===== src/rtl/keypad_scan_buffer.sv =====
// Scans an active-low keypad matrix one column at a time, debounces a single
// key per press, and queues its code (row*N_COLS + col) in a small FIFO.
module keypad_scan_buffer #(
  parameter int N_ROWS     = 4,
  parameter int N_COLS     = 4,
  parameter int SCAN_DIV   = 4,
  parameter int DEB_CYCLES = 8,
  parameter int FIFO_DEPTH = 4,
  localparam int CW        = $clog2(N_ROWS * N_COLS),
  localparam int AW        = $clog2(FIFO_DEPTH)
) (
  input  logic              clk,
  input  logic              n_reset,
  input  logic [N_ROWS-1:0] filas_raw,
  output logic [N_COLS-1:0] columnas,
  output logic [CW-1:0]     key_code,
  output logic              key_valid,
  input  logic              key_ready,
  output logic [N_COLS-1:0] key_pressed,
  output logic [AW:0]       fifo_count,
  output logic              overflow
);

  localparam int RW  = (N_ROWS > 1) ? $clog2(N_ROWS) : 1;
  localparam int CLW = (N_COLS > 1) ? $clog2(N_COLS) : 1;
  localparam int DW  = $clog2(SCAN_DIV);
  localparam int BW  = $clog2(DEB_CYCLES);

  typedef enum logic [2:0] {
    SCAN,
    DEBOUNCE,
    PUSH,
    HOLD,
    RELEASE
  } state_t;

  state_t          state;
  logic [N_ROWS-1:0] sync1;
  logic [N_ROWS-1:0] rows;
  logic [CLW-1:0]  col_idx;
  logic [CLW-1:0]  next_col;
  logic [RW-1:0]   row_idx;
  logic [RW-1:0]   low_row;
  logic            any_low;
  logic [DW-1:0]   div_cnt;
  logic [BW-1:0]   deb_cnt;

  logic [CW-1:0]   mem [FIFO_DEPTH];
  logic [AW-1:0]   wr_ptr;
  logic [AW-1:0]   rd_ptr;
  logic [CW-1:0]   push_code;
  logic            full;
  logic            push;
  logic            pop;

  function automatic logic [N_COLS-1:0] col_drive(input logic [CLW-1:0] c);
    logic [N_COLS-1:0] v;
    v    = '1;
    v[c] = 1'b0;
    return v;
  endfunction

  always_ff @(posedge clk or negedge n_reset) begin
    if (!n_reset) begin
      sync1 <= '1;
      rows  <= '1;
    end else begin
      sync1 <= filas_raw;
      rows  <= sync1;
    end
  end

  // Descending scan so the lowest-index low row is the one that sticks.
  always_comb begin
    low_row = '0;
    for (int unsigned i = N_ROWS; i > 0; i--) begin
      if (!rows[i-1]) low_row = RW'(i - 1);
    end
  end

  assign any_low  = !(&rows);
  assign next_col = (col_idx == CLW'(N_COLS - 1)) ? '0 : col_idx + 1'b1;

  always_ff @(posedge clk or negedge n_reset) begin
    if (!n_reset) begin
      state       <= SCAN;
      col_idx     <= '0;
      row_idx     <= '0;
      div_cnt     <= '0;
      deb_cnt     <= '0;
      columnas    <= {{(N_COLS-1){1'b1}}, 1'b0};
      key_pressed <= '0;
    end else begin
      case (state)
        SCAN: begin
          if (div_cnt == DW'(SCAN_DIV - 1)) begin
            div_cnt <= '0;
            if (any_low) begin
              row_idx <= low_row;
              deb_cnt <= '0;
              state   <= DEBOUNCE;
            end else begin
              col_idx  <= next_col;
              columnas <= col_drive(next_col);
            end
          end else begin
            div_cnt <= div_cnt + 1'b1;
          end
        end
        DEBOUNCE: begin
          if (rows[row_idx]) begin
            state    <= SCAN;
            div_cnt  <= '0;
            col_idx  <= next_col;
            columnas <= col_drive(next_col);
          end else if (deb_cnt == BW'(DEB_CYCLES - 1)) begin
            state <= PUSH;
          end else begin
            deb_cnt <= deb_cnt + 1'b1;
          end
        end
        PUSH: begin
          key_pressed[col_idx] <= 1'b1;
          deb_cnt              <= '0;
          state                <= HOLD;
        end
        HOLD: begin
          if (rows[row_idx]) begin
            deb_cnt <= '0;
            state   <= RELEASE;
          end
        end
        RELEASE: begin
          if (!rows[row_idx]) begin
            deb_cnt <= '0;
            state   <= HOLD;
          end else if (deb_cnt == BW'(DEB_CYCLES - 1)) begin
            key_pressed <= '0;
            state       <= SCAN;
            div_cnt     <= '0;
            col_idx     <= next_col;
            columnas    <= col_drive(next_col);
          end else begin
            deb_cnt <= deb_cnt + 1'b1;
          end
        end
        default: state <= SCAN;
      endcase
    end
  end

  assign push_code = CW'((int'(row_idx) * N_COLS) + int'(col_idx));
  assign full      = (fifo_count == (AW+1)'(FIFO_DEPTH));
  assign key_valid = (fifo_count != '0);
  assign key_code  = mem[rd_ptr];
  assign pop       = key_valid && key_ready;
  // A pop in the same cycle frees a slot, so a full FIFO still accepts the push.
  assign push      = (state == PUSH) && (!full || pop);

  always_ff @(posedge clk) begin
    if (push) mem[wr_ptr] <= push_code;
  end

  always_ff @(posedge clk or negedge n_reset) begin
    if (!n_reset) begin
      wr_ptr     <= '0;
      rd_ptr     <= '0;
      fifo_count <= '0;
      overflow   <= 1'b0;
    end else begin
      if (push) wr_ptr <= wr_ptr + 1'b1;
      if (pop)  rd_ptr <= rd_ptr + 1'b1;
      if (push && !pop)      fifo_count <= fifo_count + 1'b1;
      else if (!push && pop) fifo_count <= fifo_count - 1'b1;
      if ((state == PUSH) && !push) overflow <= 1'b1;
    end
  end

endmodule


===== config.mk =====
export PLATFORM = sky130hd
export DESIGN_NAME = keypad_scan_buffer
export DESIGN_NICKNAME = d
export VERILOG_FILES = /design/src/rtl/keypad_scan_buffer.sv
export SDC_FILE = /design/constraint.sdc
export NUM_CORES = 1
export LEC_CHECK = 0
export BUFFER_PORTS_ARGS = -buffer_cell sky130_fd_sc_hd__buf_2
export CORE_UTILIZATION = 52
export CTS_CLUSTER_SIZE = 24
export DETAILED_ROUTE_END_ITERATION = 10
export GPL_ROUTABILITY_DRIVEN = 0
export PLACE_DENSITY = 0.72
export SLEW_MARGIN = 0
export SYNTH_ARGS = -nofsm -noshare
export SYNTH_HDL_FRONTEND = slang
export SYNTH_SLANG_ARGS = --single-unit

===== constraint.sdc =====
create_clock -name clk -period 2.29 [get_ports clk]
set_clock_uncertainty 0.1 [all_clocks]
set_input_delay 0.229 -clock clk [delete_from_list [all_inputs] [get_ports clk]]
set_output_delay 0.229 -clock clk [all_outputs]
set_load 0.05 [all_outputs]

==> results of run 1 <==
==> registers in the layout, indices dropped and copies added (netlist names) <==
register     cells
div_cnt          2
col_idx          2
columnas         4
mem             16
rd_ptr           2
sync1            4
state            3
row_idx          2
fifo_count       3
deb_cnt          3
rows             4
wr_ptr           2
overflow         1
key_pressed      4
==> per-stage QoR <==
stage | cells | utilization
detailed placement | 261 | 0.599
CTS | 274 | 0.636
finish | 275 | 0.639
global route | 275 | 0.639
floorplan | 186 | -
global placement | 261 | 0.599
==> critical path: stages, from the launching register on <==
cell and delay [ps]:
dfrtp_2 440, or3_4 400, nand2_2 100, ha_4 140, inv_1 40, fa_1 370
xor2_1 160, nor2_1 130, xor2_1 210
==> worst min path at each step <==
| stage | startpoint | endpoint | slack [ps] |
|---|---|---|---|
| after detailed placement | filas_raw[3] | sync1[3]$_DFF_PN1_ | 240 |
| after floorplan | n_reset | col_idx[0]$_DFFE_PN0P_ | -170 |
| after CTS | key_ready | rd_ptr[1]$_DFFE_PN0P_ | 120 |
| after global routing | key_ready | rd_ptr[1]$_DFFE_PN0P_ | 140 |
| final | key_ready | rd_ptr[1]$_DFFE_PN0P_ | 140 |
| after global placement | filas_raw[0] | sync1[0]$_DFF_PN1_ | 230 |
==> logic make-up after synthesis <==
| logic type | share of synthesized area |
|---|---|
| and+or+nand+nor | 0.0954 |
| xor gates and xnor gates | 0.0253 |
| muxes | 0.0959 |
| DFF | 0.575 |
| AOI/OAI and AO/OA | 0.0949 |
| buffers and inverters | 0.0278 |
| adders and majority gates | 0.0856 |
==> timing repair <==
item,4_1_cts,5_1_grt
setup buffers,0,1
hold buffers,5,0
hold endpoints to repair,29,0
gates resized for setup,0,2
setup endpoints to repair,0,8
==> layer usage <==
| metal | share of wire | routed length, um | GRT usage | vias up |
|---|---|---|---|---|
| met4 | 0.014 | 57 | 0.0711 | 0 |
| met2 | 0.55 | 2250 | 0.321 | 21 |
| li1 | - | - | - | 728 |
| met3 | 0.023 | 95 | 0.0462 | 7 |
| met5 | 0 | 0 | 0 | - |
| met1 | 0.41 | 1650 | 0.216 | 741 |
==> power by group <==
group | internal (W) | switching, W | total, W
clock network | 0.000323 | 0.000288 | 0.000611
registers | 0.00127 | 0.000270 | 0.00154
logic | 0.000735 | 0.00108 | 0.00182
==> layout make-up <==
class | instances | area share
clock buffer | 5 | 0.0244
clock inverter | 3 | 0.0151
inverter | 12 | 0.0160
multi-input combinational | 117 | 0.351
sequential | 52 | 0.496
tap | 52 | 0.0231
timing repair buffer | 34 | 0.0745
==> placed cells by master (no fill, tap or decap), drive strengths merged, types with 2 or more instances in the layout <==
cell and instances:
a21oi 14, dfstp 11, nor2b 4, clkbuf 5, ha 15, nor2 11
buf 29, edfxtp 16, nand2 10, xor2 2, dfrtp 25, nor3 2
or3 2, mux2 4, o21ai 6, nand3 2, o31ai 2, dlygate4sd3 5
mux4 4, inv 12, xnor2 5, o22ai 2, a22o 3, and2 5
mux2i 9, nor4b 2
==> flow_metrics.py, run 1 <==
metrics = {
    "global_routing": {
        "gr-usage-all-layers": 0.184,
        "gr-total-overflow": 0,
        "grt_start_max_net_pins": 37,
        "grt_pass1_wl_mm": 6.96,
        "antenna_found_initial": 0,
        "grt_pass1_vias": 1545,
    },
    "synth": {
        "yosys-top-cells-area": "dfrtp_1, edfxtp_1, dfstp_2",
        "yosys-top-cells-count": "dfrtp_1, edfxtp_1, ha_1",
        "avgSynthCellArea_sq_um": 13.0,
        "synth-edff-count": 16,
        "synthCells": 186,
        "synthDistinctLibCells": 43,
        "seq_area_frac_synth": 0.575,
        "yosysTopAreaCellShare": 0.258,
        "syn-cell-area_sq_um": 2430,
        "ys_warn_count": 0,
        "synth_top_flop_cell": "dfrtp_1",
        "yosysMostFrequentCell": "dfrtp_1",
        "synth_top_area_cell": "dfrtp_1",
        "synthArstFlopShare": 0.692,
        "ys_ff_latch": 52,
        "synth_nets": 209,
    },
    "final_layout": {
        "multi_input_area_sq_um": 990,
        "fin_nets": 245,
        "regArea_sq_um": 1400,
        "diodes": 0,
        "final_area_sq_um": 2820,
        "drive_gt1_frac": 0.300,
        "syn2layout_area_growth_pct": 16.3,
        "nFillCells": 335,
    },
    "clock_tree": {
        "cts_max_path_buffers": 2,
        "root_buffer": "clkbuf_8",
        "worst_skew_pair.late_latency_ps": 300,
        "cts.clk_slew.worst_paths_ps": 90,
        "htreeDepth": 2,
        "cts_buffers": 5,
        "cts_tree": "built",
        "clock-sinks": 52,
    },
    "critical_path": {
        "crit_start": "fifo_count[2]$_DFFE_PN0P_",
        "setup.worst_path.end": "fifo_count[2]$_DFFE_PN0P_",
        "path_class": "flop to flop",
        "reg2reg_slack_ps": 110,
        "ff2ff_path_depth": 8,
        "arrival_ps": 2290,
        "cp-start-kind": "flop",
        "worstReg2RegStart": "fifo_count[2]$_DFFE_PN0P_",
        "cp-end-kind": "flop",
        "reg2reg_to": "fifo_count[2]$_DFFE_PN0P_",
        "cp.required_ps": 2400,
        "path_max_fanout": 4,
    },
    "pwr": {
        "power.density_nw_per_um2": 1410,
        "finalPower_w": 0.00397,
        "ir_drop_v": 0.000617,
        "cellLeakagePower_nw": 1.22,
    },
    "detailed_routing": {
        "drc": 0,
        "drtAntennaViolNets": 0,
        "wl_mm": 4.05,
        "vias": 1497,
        "drt_first_pass_iters": 4,
        "wire_per_inst_um": 14.7,
        "viasPerCell": 5.44,
        "drt_iter0_markers": 70,
    },
    "timing": {
        "rsz0062_at_grt": "false",
        "slew_violations": 0,
        "slew_headroom": 0.485,
        "fmaxAchievable_mhz": 458,
        "holdWs_ps": 139,
        "fin_crit_sh": 0.953,
        "fin_ws_ps": 107,
        "report.final.hold_viol_count": 0,
        "tns_ps": 0,
        "setup_viol": 0,
        "fin_crit_ps": 2180,
        "worst-slew-pin-transition_ps": 773,
    },
    "min_path": {
        "hold_path_class": "input port to flop",
        "worstHoldPathCells": 3,
    },
    "flow_run": {
        "maxCapViolCount": 0,
    },
    "placement": {
        "portBuffers": 23,
        "dp_slack_ps": 65.2,
        "placed_area_sq_um": 2650,
        "dp_hpwl_mm": 3.02,
    },
    "run_status": {
        "status": "complete, no violations",
    },
    "floorplanning": {
        "row_count": 24,
        "ios": 24,
        "dieArea_sq_um": 4940,
        "die_w_um": 70.3,
        "core-area_sq_um": 4410,
        "die-height_um": 70.3,
        "initial_core_util": 0.550,
    },
}
(Power assumes the default switching activity.)
==> run 2: changes to the inputs <==
--- a/config.mk
+++ b/config.mk
@@ -6,11 +6,11 @@
 export NUM_CORES = 1
 export LEC_CHECK = 0
 export BUFFER_PORTS_ARGS = -buffer_cell sky130_fd_sc_hd__buf_2
-export CORE_UTILIZATION = 52
+export CORE_UTILIZATION = 35
 export CTS_CLUSTER_SIZE = 24
 export DETAILED_ROUTE_END_ITERATION = 10
 export GPL_ROUTABILITY_DRIVEN = 0
-export PLACE_DENSITY = 0.72
+export PLACE_DENSITY = 0.52
 export SLEW_MARGIN = 0
 export SYNTH_ARGS = -nofsm -noshare
 export SYNTH_HDL_FRONTEND = slang
==> run 2 against run 1 <==
Design area is 0.49% higher. Sequential share of layout area shrank 0.28 points. Highest routed layer unchanged. Hold slack worse by 1.9 ps. Largest cell class unchanged. Via count fell by 4.1%. Flip-flop and latch count is the same. Non-clock buffer count is 1 higher. Power is 2.9% lower.
==> flow_metrics.py, run 2 (synthesized netlist as in run 1, its figures left out) <==
metrics = {
    "critical_path": {
        "slowest_stage": "dfrtp_2",
        "crit_top_cell": "xor2_1",
        "worstPathCellList": "or3_4, nand2_2, ha_4, inv_1, fa_1, xor2_1, nor2_1, xor2_1",
        "cp-start-kind": "flop",
        "path_class": "flop to flop",
        "cp-end-kind": "flop",
        "cp.required_ps": 2410,
        "path_max_fanout": 5,
        "critPathBufInv": 1,
        "arrival_ps": 2250,
        "reg2reg_slack_ps": 170,
        "slowest_delay_ps": 460,
        "cpLargestDelayFamily": "simple AND/OR/NAND/NOR gates",
    },
    "timing": {
        "rsz0062_at_grt": "false",
        "tns_ps": 0,
        "worst-slew-pin-transition_ps": 779,
        "setup_viol": 0,
        "slew_headroom": 0.480,
        "fin_crit_sh": 0.927,
        "fin_crit_ps": 2120,
        "fmaxAchievable_mhz": 471,
        "holdWs_ps": 137,
        "slew_violations": 0,
        "report.final.hold_viol_count": 0,
        "fin_ws_ps": 167,
    },
    "run_status": {
        "status": "complete, no violations",
    },
    "clock_tree": {
        "cts_buffers": 5,
        "clock-sinks": 52,
        "cts_tree": "built",
        "worst_skew_pair.late_latency_ps": 300,
        "root_buffer": "clkbuf_8",
        "htreeDepth": 2,
        "cts_max_path_buffers": 2,
        "cts.clk_slew.worst_paths_ps": 90,
    },
    "global_routing": {
        "gr-total-overflow": 0,
        "gr-usage-all-layers": 0.117,
        "antenna_found_initial": 0,
        "grt_pass1_wl_mm": 6.59,
        "grt_pass1_vias": 1414,
        "grt_start_max_net_pins": 37,
    },
    "final_layout": {
        "diodes": 0,
        "final_area_sq_um": 2840,
        "largest_reg_flops": 16,
        "final_common_cell": "buf_2",
        "largest_register": "mem",
        "final_cell_mix": "buf_2, dfrtp_1, edfxtp_1",
        "syn2layout_area_growth_pct": 16.9,
        "drive_gt1_frac": 0.299,
        "fin_nets": 246,
    },
    "placement": {
        "portBuffers": 23,
        "dp_hpwl_mm": 2.79,
        "placed_area_sq_um": 2690,
        "dp_slack_ps": 80.5,
    },
    "detailed_routing": {
        "vias": 1436,
        "wl_mm": 3.87,
        "drc": 0,
        "drt_first_pass_iters": 4,
        "drtAntennaViolNets": 0,
        "drt_iter0_markers": 59,
        "viasPerCell": 4.77,
        "wire_per_inst_um": 12.9,
    },
    "floorplanning": {
        "row_count": 29,
        "die-height_um": 85.3,
        "dieArea_sq_um": 7270,
        "core-area_sq_um": 6530,
        "ios": 24,
        "die_w_um": 85.3,
        "initial_core_util": 0.371,
    },
    "pwr": {
        "power.density_nw_per_um2": 1360,
        "ir_drop_v": 0.000409,
        "cellLeakagePower_nw": 1.22,
    },
    "flow_run": {
        "maxCapViolCount": 0,
    },
    "min_path": {
        "hold_path_class": "input port to flop",
    },
}
[run 2: area by class of cell]
type | instances | area (sq um)
Inverter | 12 | 45.0
Tap cell | 77 | 96.3
Multi-Input combinational cell | 117 | 990
Timing Repair Buffer | 35 | 218
Fill cell | 625 | 3700
Sequential cell | 52 | 1400
Clock buffer | 5 | 68.8
Clock inverter | 3 | 18.8
[run 2: worst paths after layout]
kind | cells past startpoint | from | to
setup / recovery | 8 | fifo_count[0]$_DFFE_PN0P_ | fifo_count[2]$_DFFE_PN0P_
hold / removal | 3 | key_ready | rd_ptr[1]$_DFFE_PN0P_
setup reg to reg | 8 | fifo_count[0]$_DFFE_PN0P_ | fifo_count[2]$_DFFE_PN0P_
hold reg to reg | 0 | sync1[3]$_DFF_PN1_ | rows[3]$_DFF_PN1_
max in group asynchronous | 2 | n_reset | fifo_count[2]$_DFFE_PN0P_
min in group asynchronous | 2 | n_reset | state[1]$_DFFE_PN0P_
[run 2: power by group]
part | switching [W] | internal [W]
combinational | 0.00106 | 0.000742
clock | 0.000299 | 0.000214
sequential | 0.000267 | 0.00127
[run 2: worst min-delay path, delay by kind of cell]
kind | cells | cell delay [ps]
buf+inv | 1 | 120
xor+xnor | 1 | 60
simple gates | 1 | 90
[run 2: what timing repair did]
| item | 4_1_cts | 5_1_grt |
|---|---|---|
| resized for setup | 0 | 1 |
| setup endpoints to repair | 0 | 1 |
| hold endpoints to repair | 29 | 0 |
| setup buffers | 0 | 0 |
| hold buffers | 5 | 0 |
[run 2: routing by layer]
layer	global-route usage	routed length (um)	vias to the layer above
met2	0.185	1810	17
met5	0	0	-
met3	0.0292	97	5
met1	0.152	1910	675
li1	-	-	739
met4	0.0500	48	0
[run 2: stage by stage]
stage                     total power (W)  cells  utilization
after floorplan                   0.00294    186            -
after global placement            0.00336    288        0.412
after detailed placement          0.00337    288        0.412
after CTS                         0.00390    301        0.433
after global routing              0.00415    301        0.434
final                             0.00385    301        0.434
